File: src/rtl/line_sync_ctrl.sv
// line_sync_ctrl: locks FWFT receive-FIFO words to the local video timing.
// Define STATS_EN to build the per-frame underflow/resync counters.
module line_sync_ctrl #(
    parameter logic [11:0] HSTART   = 12'd1,
    parameter logic [11:0] HACT     = 12'd1280,
    parameter logic [11:0] VSTART   = 12'd24,
    parameter logic [11:0] VACT     = 12'd720,
    parameter logic [15:0] BLANK_YC = 16'h1080
) (
    input  logic        i_clk_74M,
    input  logic        i_rst_n,
    input  logic [11:0] i_vcnt,
    input  logic [11:0] i_hcnt,
    input  logic [28:0] i_fifo_dout,
    input  logic        i_fifo_empty,
    output logic        o_fifo_rd,
    output logic [15:0] o_pix_data,
    output logic        o_pix_valid,
    output logic        o_locked,
    output logic        o_resync,
    output logic [15:0] o_underflow_cnt,
    output logic [15:0] o_resync_cnt
);

    localparam logic [11:0] HEND  = HSTART + HACT;
    localparam logic [11:0] VEND  = VSTART + VACT;
    localparam logic [11:0] HHALF = HACT >> 1;
    localparam logic [11:0] HPRE  = HSTART - 12'd1;
    localparam logic [11:0] HLAST = HACT - 12'd1;

    typedef enum logic {
        HUNT = 1'b0,
        LOCK = 1'b1
    } state_t;

    state_t      state_q, state_d;
    logic        pend_q, pend_d;
    logic [15:0] pix_data_q, pix_data_d;
    logic        pix_valid_q, pix_valid_d;
    logic        resync_q, resync_d;

    logic        act_h, act_v, act;
    logic [11:0] hoff;
    logic [10:0] cur_line, next_line, y_cnt;
    logic [1:0]  x_cnt;
    logic        half, chk_pt, mismatch;
    logic        lock_hit, hold_hit, rd;

    assign x_cnt     = i_fifo_dout[28:27];
    assign y_cnt     = i_fifo_dout[26:16];
    assign act_h     = (i_hcnt >= HSTART) && (i_hcnt < HEND);
    assign act_v     = (i_vcnt >= VSTART) && (i_vcnt < VEND);
    assign act       = act_h && act_v;
    assign hoff      = i_hcnt - HSTART;
    assign cur_line  = 11'(i_vcnt - VSTART);
    assign next_line = act_v ? cur_line + 11'd1 : 11'd0;
    assign half      = hoff >= HHALF;
    assign chk_pt    = act && ((hoff == 12'd0) || (hoff == HHALF));

    assign mismatch = (state_q == LOCK) && chk_pt
                    && !i_fifo_empty
                    && ((y_cnt != cur_line) || (x_cnt[0] != half));

    // Line start word must already be at the head one cycle early.
    assign lock_hit = (i_hcnt == HPRE) && act_v && !i_fifo_empty
                    && (y_cnt == cur_line) && (x_cnt == 2'd0);

    assign hold_hit = (y_cnt == next_line) && (x_cnt == 2'd0);

    always_comb begin
        rd = 1'b0;
        if (state_q == HUNT) begin
            if (!act && !i_fifo_empty) begin
                rd = !lock_hit && !hold_hit;
            end
        end else if (act) begin
            rd = !i_fifo_empty && !mismatch;
        end
    end

    assign o_fifo_rd = rd && i_rst_n;

    always_comb begin
        state_d     = state_q;
        pend_d      = pend_q;
        pix_data_d  = BLANK_YC;
        pix_valid_d = act;
        resync_d    = 1'b0;
        if (state_q == HUNT) begin
            if (lock_hit) begin
                state_d = LOCK;
                pend_d  = 1'b0;
            end
        end else if (act) begin
            if (mismatch) begin
                state_d  = HUNT;
                pend_d   = 1'b0;
                resync_d = 1'b1;
            end else begin
                if (i_fifo_empty) begin
                    if (hoff == 12'd0) begin
                        pend_d = 1'b1;
                    end
                end else begin
                    pix_data_d = i_fifo_dout[15:0];
                end
                // Empty at line start: give up lock quietly at line end.
                if ((hoff == HLAST) && pend_d) begin
                    state_d = HUNT;
                    pend_d  = 1'b0;
                end
            end
        end
    end

    always_ff @(posedge i_clk_74M or negedge i_rst_n) begin
        if (!i_rst_n) begin
            state_q     <= HUNT;
            pend_q      <= 1'b0;
            pix_data_q  <= BLANK_YC;
            pix_valid_q <= 1'b0;
            resync_q    <= 1'b0;
        end else begin
            state_q     <= state_d;
            pend_q      <= pend_d;
            pix_data_q  <= pix_data_d;
            pix_valid_q <= pix_valid_d;
            resync_q    <= resync_d;
        end
    end

    assign o_pix_data  = pix_data_q;
    assign o_pix_valid = pix_valid_q;
    assign o_locked    = (state_q == LOCK);
    assign o_resync    = resync_q;

`ifdef STATS_EN
    logic [15:0] ufl_cnt_q, ufl_cnt_d;
    logic [15:0] rsc_cnt_q, rsc_cnt_d;
    logic        underflow, to_hunt, frame_clr;

    assign underflow = (state_q == LOCK) && act && i_fifo_empty;
    assign to_hunt   = (state_q == LOCK) && (state_d == HUNT);
    assign frame_clr = (i_vcnt == 12'd0) && (i_hcnt == 12'd0);

    always_comb begin
        ufl_cnt_d = ufl_cnt_q;
        rsc_cnt_d = rsc_cnt_q;
        if (frame_clr) begin
            ufl_cnt_d = 16'h0;
            rsc_cnt_d = 16'h0;
        end else begin
            if (underflow && (ufl_cnt_q != 16'hFFFF)) begin
                ufl_cnt_d = ufl_cnt_q + 16'd1;
            end
            if (to_hunt && (rsc_cnt_q != 16'hFFFF)) begin
                rsc_cnt_d = rsc_cnt_q + 16'd1;
            end
        end
    end

    always_ff @(posedge i_clk_74M or negedge i_rst_n) begin
        if (!i_rst_n) begin
            ufl_cnt_q <= 16'h0;
            rsc_cnt_q <= 16'h0;
        end else begin
            ufl_cnt_q <= ufl_cnt_d;
            rsc_cnt_q <= rsc_cnt_d;
        end
    end

    assign o_underflow_cnt = ufl_cnt_q;
    assign o_resync_cnt    = rsc_cnt_q;
`else
    assign o_underflow_cnt = 16'h0;
    assign o_resync_cnt    = 16'h0;
`endif

endmodule

File: config.mk
export PLATFORM = sky130hd
export DESIGN_NAME = line_sync_ctrl
export DESIGN_NICKNAME = d
export VERILOG_FILES = /design/src/rtl/line_sync_ctrl.sv
export SDC_FILE = /design/constraint.sdc
export NUM_CORES = 1
export LEC_CHECK = 0
export BUFFER_PORTS_ARGS = -buffer_cell sky130_fd_sc_hd__buf_2
export CAP_MARGIN = 25
export CORE_MARGIN = 2
export CORE_UTILIZATION = 49
export DETAILED_ROUTE_END_ITERATION = 10
export GPL_TIMING_DRIVEN = 1
export PLACE_DENSITY_LB_ADDON = 0.3
export SLEW_MARGIN = 40
export SYNTH_ARGS = -nofsm -noshare
export SYNTH_HDL_FRONTEND = slang
export SYNTH_SLANG_ARGS = --single-unit
File: constraint.sdc
create_clock -name i_clk_74M -period 4.4 [get_ports i_clk_74M]
set_clock_uncertainty 0.05 [all_clocks]
set_input_delay 0.22 -clock i_clk_74M [delete_from_list [all_inputs] [get_ports i_clk_74M]]
set_output_delay 0.22 -clock i_clk_74M [all_outputs]
set_load 0.02 [all_outputs]
==> run metrics, run 1 <==
Avg WL per Cell=roughly 12 µm; GRT Total Usage=0.1740; Worst setup SP type=primary input; Final HPWL DP=approximately 3500 µm; synth warn=0; Worst path max stage delay=0.54 ns; final hold vios=0; Clk pwr share=0.282; met3 usage in global routing=0.01974; sequential element share of the synthesized area=0.2500; gpl congestion=0.8490; vias in the first global route=1460; Starting Density=0.5066; Unique masters post-synth=59; PortBufs=75; global-route wire length before repair=6299 µm; slowest CP cell=or3b_2; Worst Tran Pin Value=0.5320 ns; sw frac=0.3186; static leakage=1.104 nW; worst slack, placed=1.153 ns; most frequent cells in the layout=75 x buf_2, 32 x conb_1, 20 x xnor2_1, 18 x dfrtp_1, 14 x and2_1; pin count of the biggest net entering global routing=22; met1 Use GR=0.2287; period utilization=0.7388; Syn Inst Count=between 200 and 250; internal power component=0.3234 mW; cell area power density=202.5 mW/mm²; GR met2 Demand/Resource=0.2888; GRT Max-Usage Layer=met2; gr ovfl total=0; critical path's top delay family=compound AO/OA/AOI/OAI gates; Chip Width=just under 70 µm; Final Total Pwr=~0.47 mW; Buf/Inv on CP=2; I/O pins=108; Async S/R FF share, synth=1.000; vias per std cell=5.149; worst vdd ir=about 89 µV; number of antenna diodes=0; post-synthesis register bit count=20; worst skew pair latency=between 0.2 and 0.3 ns; Fin Setup TNS=0 ns; share of layout cells above drive strength 1=0.3208; CP Class=primary input to primary output; Clock Sinks=20; Die ar.=around 0.0046 mm²; DR iter-0 viols=87; CP Cell Sequence=buf_2 > ha_1 > xnor2_1 > or3b_2 > xnor2_1 > a2111oi_0 > nand2_1 > a2111oi_0 > a21oi_1 > buf_2; RSZ-0062 raised after global routing=no; total CTS buffers=3; ys flop type=dfrtp_1; Hold Path Class=primary input to flip-flop; number of enable flip-flop cells after synthesis=0; hold buffer count at cts=1; Post-CTS Setup Inserts=0; Critical Path End Type=primary output; die height=68.08 µm; Rows=23; worst-path maximum fanout=9; crit path time final=3.251 ns; Max-cap violations=0; most common cell after layout, fill and taps aside=buf_2; Routed Antenna Nets=0; f_max=~0.31 GHz; proportion of power drawn by combinational gates=0.330; Final WS setup=1.149 ns; via count=~1800; clk slew on worst S/H paths=0.07 ns; CTS Root Cell=clkbuf_8; Synth-to-Final Area Change=16.48%; CORE AREA=0.003971 mm²; initial antenna violation count=0; Post-Syn Area per Cell=approximately 9.1 µm²; H-Tree Depth=1; CP required=approximately 4.1 ns; CTS tree=built; outcome=complete, no violations; post-cts resize count=0; part of the power in registers=0.388; Mapped Area=0.002012 mm²; DRC viols=0; switching power=0.1512 mW; CP arrival=slightly below 3 ns; final WL=4147 µm; Max-Slew Margin vs Limit=0.6421; Slew Viols, Final=0; drt pass-1 iters=4; Clock Path Buffers=2; Final Net Count=354; Setup Viol. Count Final=0
==> area by class of cell <==
cell class,count,area (µm²)
Inverter,7,26.28
Tap cell,50,62.56
Clock buffer,4,55.05
Sequential cell,20,503.0
Timing Repair Buffer,76,385.4
Fill cell,385,1628
Multi-Input combinational cell,186,1311
==> kinds of logic after synthesis <==
family / count (synthesis) / share of synthesized area
other: 1 / 0.001864
buffers and inverters: 46 / 0.1561
muxes: 1 / 0.005597
and+or+nand+nor: 78 / 0.2562
xor gates and xnor gates: 28 / 0.1287
adders and majority gates: 4 / 0.02488
DFF: 20 / 0.2500
AOI/OAI and AO/OA: 43 / 0.1766
==> flip-flops by register name (all words and copies together), names as in the netlist <==
name         cells
pend_q           1
o_pix_data      16
o_locked         1
o_pix_valid      1
o_resync         1
==> synth_stat cells (all sizes together), types with 3 or more instances <==
cell type | count | share of area
or4 | 3 | 0.013
a2111oi | 3 | 0.022
nor4b | 3 | 0.013
dfrtp | 18 | 0.22
nand3 | 5 | 0.012
and2 | 14 | 0.044
inv | 7 | 0.013
and3 | 5 | 0.016
ha | 4 | 0.025
xnor2 | 20 | 0.087
a31oi | 3 | 0.0093
nor2 | 7 | 0.013
o21ai | 8 | 0.020
o211ai | 3 | 0.011
nand2 | 9 | 0.017
clkbuf | 3 | 0.0062
a21oi | 7 | 0.017
buf | 36 | 0.14
nor4 | 9 | 0.043
xor2 | 7 | 0.030
nand2b | 3 | 0.0093
nor3 | 8 | 0.025
==> power by group through the flow <==
stage               registers, mW  logic [mW]  clock network [mW]
global route                0.184       0.173               0.146
CTS                         0.184       0.156               0.137
floorplan                   0.188       0.126                   0
finish                      0.184       0.157               0.134
detailed placement          0.188       0.155                   0
global placement            0.188       0.154                   0
==> per-stage QoR <==
| step | cell area, µm² | util | hold WS, ns | instances |
|---|---|---|---|---|
| final | 2344 | 0.5901 | 0.1126 | 343 |
| after global routing | 2344 | 0.5901 | 0.1108 | 343 |
| after CTS | 2344 | 0.5901 | 0.1119 | 343 |
| after detailed placement | 2278 | 0.5737 | 0.1390 | 338 |
| after global placement | 2278 | 0.5737 | 0.1350 | 338 |
| after floorplan | 2128 | - | -0.1256 | 252 |
==> routing by layer <==
metal	vias to the layer above	wire (µm)
met4	0	84
met3	10	382
met2	84	1927
met1	787	1752
li1	885	-
met5	-	0
==> path summary, 6_finish.rpt <==
path | slack (ns) | to | startpoint | cells after the start
worst max-delay path | 1.15 | o_fifo_rd | i_vcnt[3] | 10
worst min-delay path | 0.11 | o_pix_data[7] | i_fifo_dout[7] | 2
worst max register to register | 2.80 | o_pix_data[2] | o_locked | 4
worst min register to register | 0.50 | pend_q | pend_q | 2
max in group asynchronous | 3.58 | o_pix_data[7] | i_rst_n | 2
min in group asynchronous | 0.38 | o_pix_data[13] | i_rst_n | 2
Power figures use the tool's default switching activity.
==> inputs of run 2 (changes only) <==
- CORE_UTILIZATION: 49 -> 41
- clock period: 4.4 -> 2.8 ns (I/O delays scaled with it)
==> run 2 against run 1 <==
Net effect:
- sequential power up 57%
- sequential cell count unchanged
- die area increased by 18%
- core utilization down 5.8 points
- cell area up 7.2%
- power is 75% higher
- largest cell class unchanged
- highest routed layer unchanged
==> run metrics, run 2 (synthesis results as in run 1) <==
Worst path max stage delay=0.38 ns; Die ar.=0.005483 mm²; vias per std cell=around 4.7; Clock Path Buffers=2; cell area power density=330.7 mW/mm²; PortBufs=75; Worst setup SP type=primary input; total CTS buffers=3; Clock Sinks=20; Layout fillers=463; CP Class=primary input to primary output; clk slew on worst S/H paths=0.07 ns; max reg flops=16; CTS Root Cell=clkbuf_8; CP Cell Sequence=buf_2 > buf_4 > a2111oi_4 > nor3b_4 > xnor2_1 > nor4_4 > a311oi_4 > nor3_4 > o211ai_1 > a21oi_1 > buf_4; final core area utilization=0.5317; via count=approximately 1700; most common cell after layout, fill and taps aside=buf_2; pin count of the biggest net entering global routing=22; global-route wire length before repair=7072 µm; Fin Setup TNS=0 ns; Buf/Inv on CP=3; Hold Path Class=primary input to flip-flop; Starting Density=0.4260; CP required=2.61 ns; CORE AREA=0.004723 mm²; DP Cell Count=366; static leakage=1.177 nW; GRT Total Usage=0.1582; CP arrival=approximately 2.4 ns; switching power=0.2466 mW; worst vdd ir=149.0 µV; gpl congestion=~0.84; Critical Path End Type=primary output; sw frac=0.2970; Worst Tran Pin Value=0.6834 ns; I/O pins=108; crit path time final=2.610 ns; hold_sp=i_fifo_dout[7]; internal power component=0.5837 mW; final WL=4422 µm; proportion of power drawn by combinational gates=0.316; final hold vios=0; Synth-to-Final Area Change=24.81%; outcome=complete, no violations; share of layout cells above drive strength 1=0.3618; Rows=25; FF-to-FF Start=o_locked; Routed Antenna Nets=0; worst-path maximum fanout=4; slowest CP cell=a2111oi_4; DRC viols=0; most frequent cells in the layout=74 x buf_2, 32 x conb_1, 19 x xnor2_1, 18 x dfrtp_1, 14 x and2_1; initial antenna violation count=0; worst skew pair latency=0.25 ns; Setup Viol. Count Final=0; Final Net Count=between 300 and 400; DR iter-0 viols=between 60 and 70; cell mode on critical path=buf_4; part of the power in registers=0.348; RSZ-0062 raised after global routing=no; hold_ws=0.02401 ns; Max-cap violations=0; drt pass-1 iters=4; number of antenna diodes=0; vias in the first global route=1597; f_max=approximately 0.38 GHz; H-Tree Depth=1; Avg WL per Cell=11.92 µm; period utilization=0.9320; Max-Slew Margin vs Limit=0.5411; Final HPWL DP=3669 µm; fin cells=approximately 370; CP startpoint=i_vcnt[4]; die height=roughly 74 µm; Slew Viols, Final=0; Clk pwr share=0.335; Chip Width=74.05 µm; critical path's top delay family=compound AO/OA/AOI/OAI gates; Final Total Pwr=approximately 0.83 mW; CTS tree=built; gr ovfl total=0
-- run 2: worst register-to-register path: cells and delay by family (launching register included) --
kind | cells | cell delay [ns]
simple gates | 3 | 0.35
flops | 1 | 0.43
buf+inv | 2 | 0.36
compound gates | 1 | 0.26
-- run 2: final cells by class --
cell class	instances	area (µm²)	share of cell area
inverters	7	26.28	0.01046
clock buffers	3	41.29	0.01644
flip-flops and latches	20	503.0	0.2003
multi-input cells	186	1356	0.5401
clock inverters	1	30.03	0.01196
repair buffers	87	470.5	0.1873
well taps	67	83.83	0.03338
-- run 2: path summary, 6_finish.rpt --
| kind | slack (ns) | end | depth (start not counted) |
|---|---|---|---|
| max in group asynchronous | 2.05 | o_pix_data[12] | 2 |
| worst min-delay path | 0.02 | o_pix_data[7] | 2 |
| min in group asynchronous | 0.31 | o_pix_data[14] | 2 |
| worst max register to register | 1.24 | o_pix_data[10] | 6 |
| worst min register to register | 0.48 | pend_q | 2 |
| worst max-delay path | 0.19 | o_fifo_rd | 11 |
-- run 2: power groups by stage --
stage	clock, mW	sequential, mW	combinational (mW)
final	0.278	0.289	0.263
after global routing	0.298	0.289	0.291
after CTS	0.288	0.289	0.254
after detailed placement	0	0.295	0.252
after global placement	0	0.295	0.250
after floorplan	0	0.295	0.199
-- run 2: per-layer routing --
layer / GRT usage / up-vias / share of wire
li1: - / 901 / -
met1: 0.2186 / 781 / 0.45
met2: 0.2698 / 61 / 0.49
met3: 0.01897 / 4 / 0.050
met4: 0.02626 / 0 / 0.0090
met5: 0 / - / 0
-- run 2: what timing repair did --
| action | in CTS | in global routing |
|---|---|---|
| endpoints found under the hold margin | 18 | 0 |
| gates resized for setup | 1 | 9 |
| hold buffers | 1 | 0 |
| pin swaps | 0 | 2 |
| buffers inserted | 0 | 0 |
| endpoints found under the setup margin | 1 | 1 |
-- run 2: per-stage QoR --
| step | setup WS, ns | instance area [µm²] |
|---|---|---|
| after CTS | 0.02005 | 2465 |
| after global placement | 0.03771 | 2382 |
| final | 0.1903 | 2511 |
| after detailed placement | -0.02783 | 2382 |
| after floorplan | 0.2148 | 2128 |
| after global routing | 0.006607 | 2511 |
==> inputs of run 3 (changes only) <==
- CORE_MARGIN: 2 -> not set
==> run 3 against run 2 <==
Net effect:
- combinational power about the same
- routed wire length down 1.7%
- clock-buffer cell count up 1
- global-route usage up 0.92 points
- largest cell class unchanged
==> run metrics, run 3 (synthesis results as in run 1) <==
outcome=complete, no violations; vias in the first global route=1607; Max-cap violations=0; H-Tree Depth=1; proportion of power drawn by combinational gates=0.342; f_max=approximately 0.38 GHz; cell area power density=between 300 and 400 mW/mm²; share of layout cells above drive strength 1=0.3630; via count=1801; total CTS buffers=3; Final HPWL DP=3647 µm; gpl congestion=between 0.8 and 0.9; CTS Root Cell=clkbuf_8; Layout fillers=between 400 and 500; CP Cell Sequence=buf_2 > buf_4 > a2111oi_4 > nor3b_4 > xnor2_1 > nor4_4 > a311oi_4 > nor3_4 > o211ai_1 > a21oi_1 > buf_2; CP Class=primary input to primary output; max reg flops=16; Critical Path End Type=primary output; final WL=between 4000 and 5000 µm; CTS tree=built; GRT Max-Usage Layer=met2; DR iter-0 viols=73; Hold Path Class=primary input to flip-flop; CORE AREA=0.004723 mm²; drt pass-1 iters=4; Final Net Count=364; Rows=25; part of the power in registers=0.380; PortBufs=75; global-route wire length before repair=7065 µm; met1 Use GR=0.2176; FF-to-FF Start=o_locked; vias per std cell=just under 5; worst skew pair latency=0.25 ns; Chip Width=~72 µm; die height=72.05 µm; slowest CP cell=a2111oi_4; number of antenna diodes=0; Clock Sinks=20; CP startpoint=i_vcnt[4]; area occupied by multi-input gates=between 0.001 and 0.0015 mm²; Worst Tran Pin Value=0.6047 ns; Clk pwr share=0.278; CP arrival=2.43 ns; Fin Setup TNS=0 ns; GRT Total Usage=0.1674; CP required=roughly 2.6 ns; period utilization=0.9372; initial antenna violation count=0; internal power component=0.5167 mW; Clock Path Buffers=2; RSZ-0062 raised after global routing=no; met3 usage in global routing=0.02083; Die ar.=0.005191 mm²; gr ovfl total=0; I/O pins=about 110; pin count of the biggest net entering global routing=22; crit path time final=2.624 ns; static leakage=1.163 nW; most common cell after layout, fill and taps aside=buf_2; GR met2 Demand/Resource=0.3040; Sequential cell area=between 500 and 600 µm²; Routed Antenna Nets=0; DRC viols=0; Max-Slew Margin vs Limit=0.5932; Worst path max stage delay=0.38 ns; Avg WL per Cell=11.75 µm; worst vdd ir=127.3 µV; Slew Viols, Final=0; sw frac=0.3223; Final Total Pwr=0.7624 mW; Setup Viol. Count Final=0; final hold vios=0; clk slew on worst S/H paths=0.07 ns; hold_ws=roughly 0.022 ns; switching power=0.2457 mW; worst-path maximum fanout=5; Worst setup SP type=primary input; Synth-to-Final Area Change=23.07%; hold_sp=i_fifo_dout[12]; most frequent cells in the layout=75 x buf_2, 32 x conb_1, 19 x xnor2_1, 18 x dfrtp_1, 14 x and2_1; cell mode on critical path=buf_2; Starting Density=0.4260
-- run 3: layer usage --
layer,vias up,routed length (µm)
li1,900,-
met1,838,1859
met2,61,2280
met3,2,199
met4,0,10
met5,-,0
-- run 3: metrics by stage --
step	util	setup slack, ns	cells	instance area [µm²]
finish	0.5242	0.1757	370	2476
global route	0.5242	0.01292	370	2476
CTS	0.5152	0.04197	369	2434
detailed placement	0.5012	0.0007134	364	2367
global placement	0.5012	0.02551	364	2367
floorplan	-	0.2148	252	2128
-- run 3: timing repair --
action,in CTS,in global routing
hold endpoints to repair,18,0
hold buffers,1,0
gates resized for setup,1,8
setup endpoints to repair,1,1
buffers inserted,0,1
pin swaps,0,2
-- run 3: power by group through the flow --
stage	clock (mW)	combinational [mW]	sequential [mW]
5_1_grt	0.234	0.287	0.289
3_5_place_dp	0	0.251	0.295
6_report	0.212	0.261	0.289
2_1_floorplan	0	0.199	0.295
4_1_cts	0.219	0.254	0.289
3_3_place_gp	0	0.248	0.295
-- run 3: worst paths after layout --
check                                      end  slack, ns  depth (start not counted)
worst max-delay path                 o_fifo_rd       0.18                         11
worst min-delay path            o_pix_data[12]       0.02                          2
worst max register to register   o_pix_data[3]       1.24                          6
worst min register to register          pend_q       0.50                          2
max in group asynchronous        o_pix_data[7]       2.06                          2
min in group asynchronous        o_pix_data[5]       0.31                          2
-- run 3: final cells by class --
class	instances	share of cell area
Clock buffer	4	0.02223
Inverter	7	0.01061
Timing Repair Buffer	86	0.1860
Tap cell	67	0.03386
Sequential cell	20	0.2031
Multi-Input combinational cell	186	0.5442
-- run 3: worst max-delay path, delay by kind of cell --
| kind | cells | cell delay (ns) |
|---|---|---|
| buf+inv | 3 | 0.47 |
| compound gates | 4 | 0.87 |
| simple gates | 3 | 0.82 |
| xor+xnor | 1 | 0.13 |
